`config.mk`:
```
export PLATFORM = sky130hd
export DESIGN_NAME = chrom_serial_loader
export DESIGN_NICKNAME = d
export VERILOG_FILES = /design/src/rtl/genetico_pkg.sv /design/src/rtl/chrom_serial_loader.sv
export SDC_FILE = /design/constraint.sdc
export NUM_CORES = 1
export LEC_CHECK = 0
export ABC_AREA = 1
export CAP_MARGIN = 20
export CORE_MARGIN = 4
export CORE_UTILIZATION = 30
export DETAILED_ROUTE_END_ITERATION = 8
export GPL_TIMING_DRIVEN = 1
export PLACE_DENSITY = 0.55
export SETUP_SLACK_MARGIN = 0.2
export SLEW_MARGIN = 10
export SYNTH_ARGS = -nofsm -noshare
export SYNTH_HDL_FRONTEND = slang
export SYNTH_SLANG_ARGS = --single-unit
```
`constraint.sdc`:
```
create_clock -name clk -period 1.3 [get_ports clk]
set_input_delay 0.26 -clock clk [delete_from_list [all_inputs] [get_ports clk]]
set_output_delay 0.26 -clock clk [all_outputs]
set_load 0.01 [all_outputs]
```
`src/rtl/genetico_pkg.sv`:
```
// Shared definitions for the chromosome interface.
//
// Holds the default geometry of the evolvable circuit, helper functions that
// derive the chromosome width and payload length from that geometry, the
// frame header byte, and the state encoding of the serial loader.
package genetico_pkg;

    // Default circuit geometry.
    localparam int unsigned DEF_ROW       = 1;
    localparam int unsigned DEF_COL       = 3;
    localparam int unsigned DEF_OUT       = 2;
    localparam int unsigned DEF_BITS_ELEM = 1;

    // First byte of every loader frame.
    localparam logic [7:0] FRAME_HDR = 8'hA5;

    typedef enum logic [1:0] {
        IDLE,
        PAYLOAD,
        CHECK,
        COMMIT
    } loader_state_t;

    // Bits used by the logic-element descriptor matrix (16 per element).
    function automatic int unsigned calc_bits_mat(input int unsigned row,
                                                  input int unsigned col);
        return row * col * 16;
    endfunction

    // Full chromosome width: descriptor matrix plus output selectors.
    function automatic int unsigned calc_chrom_w(input int unsigned row,
                                                 input int unsigned col,
                                                 input int unsigned out,
                                                 input int unsigned bits_elem);
        return calc_bits_mat(row, col) + bits_elem * out;
    endfunction

    // Payload bytes needed to carry a chromosome of the given width.
    function automatic int unsigned calc_nbytes(input int unsigned chrom_w);
        return (chrom_w + 7) / 8;
    endfunction

endpackage

```
`src/rtl/chrom_serial_loader.sv`:
```
// Serial writer side of the chromosome interface.
//
// Accepts a framed byte stream (header 0xA5, NBYTES payload bytes LSB-first,
// XOR checksum byte) over a valid/ready handshake, assembles the payload in a
// shadow register and, if the checksum matches, commits it atomically to the
// parallel chromosome bus.
//
// Ports:
//   clk          system clock, rising edge
//   rst_n        asynchronous active-low reset
//   in_valid     byte present on in_data
//   in_data      stream byte
//   in_ready     loader accepts the byte this cycle
//   abort        synchronous frame abort (priority over in_valid)
//   chrom_out    active chromosome; bit 0 is the LSB of descriptor[0][0]
//   chrom_valid  high once any frame has committed
//   load_done    one-cycle pulse on a successful commit
//   load_err     one-cycle pulse on a checksum mismatch
//   busy         high while a frame is in progress
module chrom_serial_loader
    import genetico_pkg::*;
#(
    parameter int unsigned ROW       = DEF_ROW,
    parameter int unsigned COL       = DEF_COL,
    parameter int unsigned OUT       = DEF_OUT,
    parameter int unsigned BITS_ELEM = DEF_BITS_ELEM,
    parameter logic [calc_chrom_w(ROW, COL, OUT, BITS_ELEM)-1:0] RESET_CHROM = '0
) (
    input  logic                                               clk,
    input  logic                                               rst_n,
    input  logic                                               in_valid,
    input  logic [7:0]                                         in_data,
    output logic                                               in_ready,
    input  logic                                               abort,
    output logic [calc_chrom_w(ROW, COL, OUT, BITS_ELEM)-1:0]  chrom_out,
    output logic                                               chrom_valid,
    output logic                                               load_done,
    output logic                                               load_err,
    output logic                                               busy
);

    localparam int unsigned CHROM_W = calc_chrom_w(ROW, COL, OUT, BITS_ELEM);
    localparam int unsigned NBYTES  = calc_nbytes(CHROM_W);
    localparam int unsigned CNT_W   = $clog2(NBYTES) + 1;
    localparam logic [CNT_W-1:0] LAST_IDX = CNT_W'(NBYTES - 1);

    loader_state_t        state_q,       state_d;
    logic [CHROM_W-1:0]   shadow_q,      shadow_d;
    logic [CNT_W-1:0]     cnt_q,         cnt_d;
    logic [7:0]           xor_q,         xor_d;
    logic [CHROM_W-1:0]   chrom_q,       chrom_d;
    logic                 chrom_valid_q, chrom_valid_d;
    logic                 load_done_q,   load_done_d;
    logic                 load_err_q,    load_err_d;

    logic                 accept;

    assign in_ready    = (state_q != COMMIT) && !abort;
    assign accept      = in_valid && in_ready;
    assign busy        = (state_q != IDLE);
    assign chrom_out   = chrom_q;
    assign chrom_valid = chrom_valid_q;
    assign load_done   = load_done_q;
    assign load_err    = load_err_q;

    always_ff @(posedge clk or negedge rst_n) begin
        if (!rst_n) begin
            state_q       <= IDLE;
            shadow_q      <= '0;
            cnt_q         <= '0;
            xor_q         <= '0;
            chrom_q       <= RESET_CHROM;
            chrom_valid_q <= 1'b0;
            load_done_q   <= 1'b0;
            load_err_q    <= 1'b0;
        end else begin
            state_q       <= state_d;
            shadow_q      <= shadow_d;
            cnt_q         <= cnt_d;
            xor_q         <= xor_d;
            chrom_q       <= chrom_d;
            chrom_valid_q <= chrom_valid_d;
            load_done_q   <= load_done_d;
            load_err_q    <= load_err_d;
        end
    end

    always_comb begin
        state_d       = state_q;
        shadow_d      = shadow_q;
        cnt_d         = cnt_q;
        xor_d         = xor_q;
        chrom_d       = chrom_q;
        chrom_valid_d = chrom_valid_q;
        load_done_d   = 1'b0;
        load_err_d    = 1'b0;

        case (state_q)
            IDLE: begin
                // Anything other than a header is dropped without comment.
                if (accept && (in_data == FRAME_HDR)) begin
                    state_d = PAYLOAD;
                    cnt_d   = '0;
                    xor_d   = '0;
                end
            end

            PAYLOAD: begin
                if (abort) begin
                    state_d = IDLE;
                end else if (accept) begin
                    // Bit-wise write so shadow only holds CHROM_W bits; the
                    // padding bits of the last byte never land anywhere but
                    // still feed the checksum below.
                    for (int unsigned i = 0; i < CHROM_W; i++) begin
                        if (32'(cnt_q) == (i / 8)) begin
                            shadow_d[i] = in_data[3'(i % 8)];
                        end
                    end
                    xor_d = xor_q ^ in_data;
                    cnt_d = cnt_q + CNT_W'(1);
                    if (cnt_q == LAST_IDX) begin
                        state_d = CHECK;
                    end
                end
            end

            CHECK: begin
                if (abort) begin
                    state_d = IDLE;
                end else if (accept) begin
                    if (in_data == xor_q) begin
                        state_d = COMMIT;
                    end else begin
                        state_d    = IDLE;
                        load_err_d = 1'b1;
                    end
                end
            end

            COMMIT: begin
                // in_ready is low here, so abort and in_valid cannot interfere.
                chrom_d       = shadow_q;
                chrom_valid_d = 1'b1;
                load_done_d   = 1'b1;
                state_d       = IDLE;
            end

            default: begin
                state_d = IDLE;
            end
        endcase
    end

endmodule

```
==> run metrics <==
status finished, violations left; failing checks negative setup slack; kind of critical path reg -> reg; Post-Synthesis Net Count ~540; TritonCTS clock tree done; clock root cell clkbuf_16; fraction of final layout cells sized beyond drive strength 1 0.532; cell family contributing the most delay on the critical path buffers and inverters; number of design-rule violations left by the first detailed-router iteration between 300 and 400; area occupied by registers 2930 µm²; total wire length 15800 µm; Residual DRC 0; share of flip-flops with an asynchronous set or reset after synthesis 1.00; total count of hold-check failures in the final report 0; cell with the biggest individual delay on the critical path dfrtp_1; total clock buffers created by CTS 17; DPL Wire Length 8200 µm; Critical R2R Capture shadow_q[35]; static leakage power 4.34 nW; number of endpoints failing setup at the final stage 109; crit-path most repeated cell buf_6; average wire per standard cell 16.9 µm; number of top-level pins 67; Via density 4.63; portion of the clock cycle consumed by the worst path in the final layout 1.17; power per unit of standard cell area 2070 nW/µm²; number of iterations in the first detailed-routing pass 4; termination of the worst setup path shadow_q[35]; mean cell area of the mapped netlist 9.07 µm²; start point of the critical path state_q[1]; critical path capture point type register; post-synthesis cell type with the largest combined area dfrtp_1; largest cells by area after synthesis dfrtp_1 62%, nand2_1 20%, o21ai_0 3.0%; count of input and output buffers 66; Post-synth EDFFs 0; via count of the first global-routing pass 4436; area fraction of the dominant cell type after synthesis 0.619; maximum buffer depth of the clock tree 2; die footprint 17800 µm²; required time at the endpoint of the critical path about 1.6 ns; buffering stage count on the worst path with inverters included 4; chip width 134 µm; remaining global-route overflow 0; combined area of the multi-input logic cells 2390 µm²; maximum VDD drop 1160 µV; RD Place Congestion 0.822; Worst-Skew Late Latency just over 0.4 ns; clock net sink count 117; core footprint 15300 µm²; max-slew violation total from the final report 0; actual transition at the worst max-transition pin 0.385 ns; CP max FO 8; Initial Util 0.309; antenna cells 0; top achievable clock speed 0.658 GHz; class of the tightest hold or removal check in -> async; largest net degree at the start of global routing 37; Worst Skew 0.00984 ns; Min Hold Slack approximately 0.32 ns; stage delay of the slowest cell on the critical path about 0.38 ns; CP Cell Sequence buf_6 -> buf_6 -> clkinv_8 -> nand2_8 -> nor2_4 -> buf_6 -> nand2_8 -> nand2_2 -> o21ai_1; leading cell type by number of instances after synthesis nand2_1; fillcell total 1355; arrival time reported for the critical path endpoint 1.80 ns; number of instances in the synthesized netlist roughly 520; proportion of synthesized chip area in sequential cells 0.619; Max-Slew Margin vs Limit 0.744; area of the mapped netlist between 4000 and 5000 µm²; first-pass GRT wire length about 23000 µm; number of H-tree levels 4; pre-CTS setup slack -0.471 ns; max cap viols 0; final period demand of the worst path roughly 1.5 ns; kind of launch point of the worst setup path register; number of distinct library cells after synthesis 26; most frequently used flop master after synthesis dfrtp_1; area added between synthesis and finish 74.5%; total global routing track utilization 0.170; flop and latch count out of synthesis 117; Net count, final 730; row cnt 45; unrepaired setup endpoints after global routing yes; reg-to-reg critical path startpoint state_q[1]; Crit path depth 9; initial antenna violation count 0; vias after detailed routing 4343; number of routed nets with antenna violations 0; commonest cells in the synthesized netlist 250 x nand2_1, 117 x dfrtp_1, 31 x inv_1, 28 x o21ai_0, 26 x o21ai_1; Warnings, synthesis 0; clock-pin slew on the worst setup and hold paths 0.05 ns; cells on worst reg2reg path 9; r2r setup slk -0.22 ns; min setup slack post-route -0.220 ns; height of the die 134 µm
==> timing repair <==
action / in CTS / in global routing
cloned: 17 / 4
resized for setup: 327 / 183
setup buffers: 44 / 22
endpoints found under the hold margin: 19 / 0
pin swaps: 29 / 53
hold buffers: 1 / 0
setup endpoints to repair: 172 / 172
==> report_power, final <==
group          total [W]  internal [W]  switching (W)
Sequential       0.00570       0.00481       0.000896
Clock            0.00486       0.00325        0.00161
Combinational    0.00655       0.00328        0.00327
==> flip-flops by register name, indices dropped and copies added, names as in the netlist <==
name         flops
chrom_out       50
cnt_q            4
state_q          2
shadow_q        50
load_err         1
load_done        1
chrom_valid      1
xor_q            8
==> worst reg2reg max path, delay by kind of cell (launching register included) <==
family,cells,cell delay (ns)
and+or+nand+nor,4,0.45
buffers and inverters,4,0.47
AOI/OAI and AO/OA,1,0.08
DFF,1,0.38
==> per-stage QoR <==
stage | area (µm²) | power [W] | cells | setup TNS, ns | util
after floorplan | 4760 | 0.00750 | 521 | -0.126 | -
after detailed placement | 5920 | 0.00956 | 818 | -23.33 | 0.387
after global routing | 8250 | 0.0180 | 938 | -18.46 | 0.539
final | 8250 | 0.0171 | 938 | -12.71 | 0.539
after global placement | 5920 | 0.00944 | 818 | -21.89 | 0.387
after CTS | 7380 | 0.0156 | 912 | -10.24 | 0.482
==> placed cells by master (no fill, tap or decap), drive strengths merged, types with 3 or more instances in the layout <==
| cell type | synthesis | layout |
|---|---|---|
| a21oi | 3 | 3 |
| buf | 12 | 169 |
| bufinv | 0 | 3 |
| clkbuf | 5 | 26 |
| clkdlybuf4s50 | 0 | 10 |
| clkinv | 1 | 7 |
| dfrtp | 117 | 117 |
| ha | 4 | 4 |
| inv | 33 | 33 |
| nand2 | 256 | 260 |
| nand3 | 7 | 9 |
| nor2 | 13 | 13 |
| nor3 | 4 | 4 |
| o21ai | 54 | 54 |
| o22ai | 8 | 8 |
==> metal layers <==
layer | vias up | routed length [µm] | global-route usage
met2 | 89 | 8260 | 0.283
li1 | 2053 | - | -
met5 | - | 0 | 0
met4 | 0 | 245 | 0.0503
met1 | 2184 | 6590 | 0.218
met3 | 17 | 732 | 0.0434
==> cells by family (layout without fill, tap and decap cells) <==
| group | count (synthesis) | after routing | synth area share |
|---|---|---|---|
| AND/OR/NAND/NOR | 284 | 291 | 0.251 |
| flip-flops | 117 | 117 | 0.619 |
| AO/OA/AOI/OAI | 65 | 65 | 0.0709 |
| buffers and inverters | 51 | 250 | 0.0479 |
| adder cells (fa/ha/maj) | 4 | 4 | 0.0106 |
==> layout make-up <==
| class | instances | area share |
|---|---|---|
| Timing Repair Buffer | 183 | 0.225 |
| Sequential cell | 117 | 0.355 |
| Inverter | 34 | 0.0208 |
| Clock inverter | 9 | 0.0149 |
| Tap cell | 211 | 0.0320 |
| Timing Repair inverter | 1 | 0.00197 |
| Multi-Input combinational cell | 360 | 0.290 |
| Clock buffer | 23 | 0.0604 |
==> worst min-delay path by stage <==
| stage | from | endpoint | slack [ns] | depth (start not counted) |
|---|---|---|---|---|
| 2_1_floorplan | rst_n | chrom_out[0] | -0.04 | 0 |
| 3_3_place_gp | rst_n | shadow_q[1] | 0.20 | 1 |
| 4_1_cts | rst_n | shadow_q[1] | 0.31 | 2 |
| 3_5_place_dp | rst_n | shadow_q[1] | 0.21 | 1 |
| 5_1_grt | rst_n | shadow_q[1] | 0.34 | 2 |
| 6_report | rst_n | shadow_q[1] | 0.32 | 2 |
(Power assumes the default switching activity.)
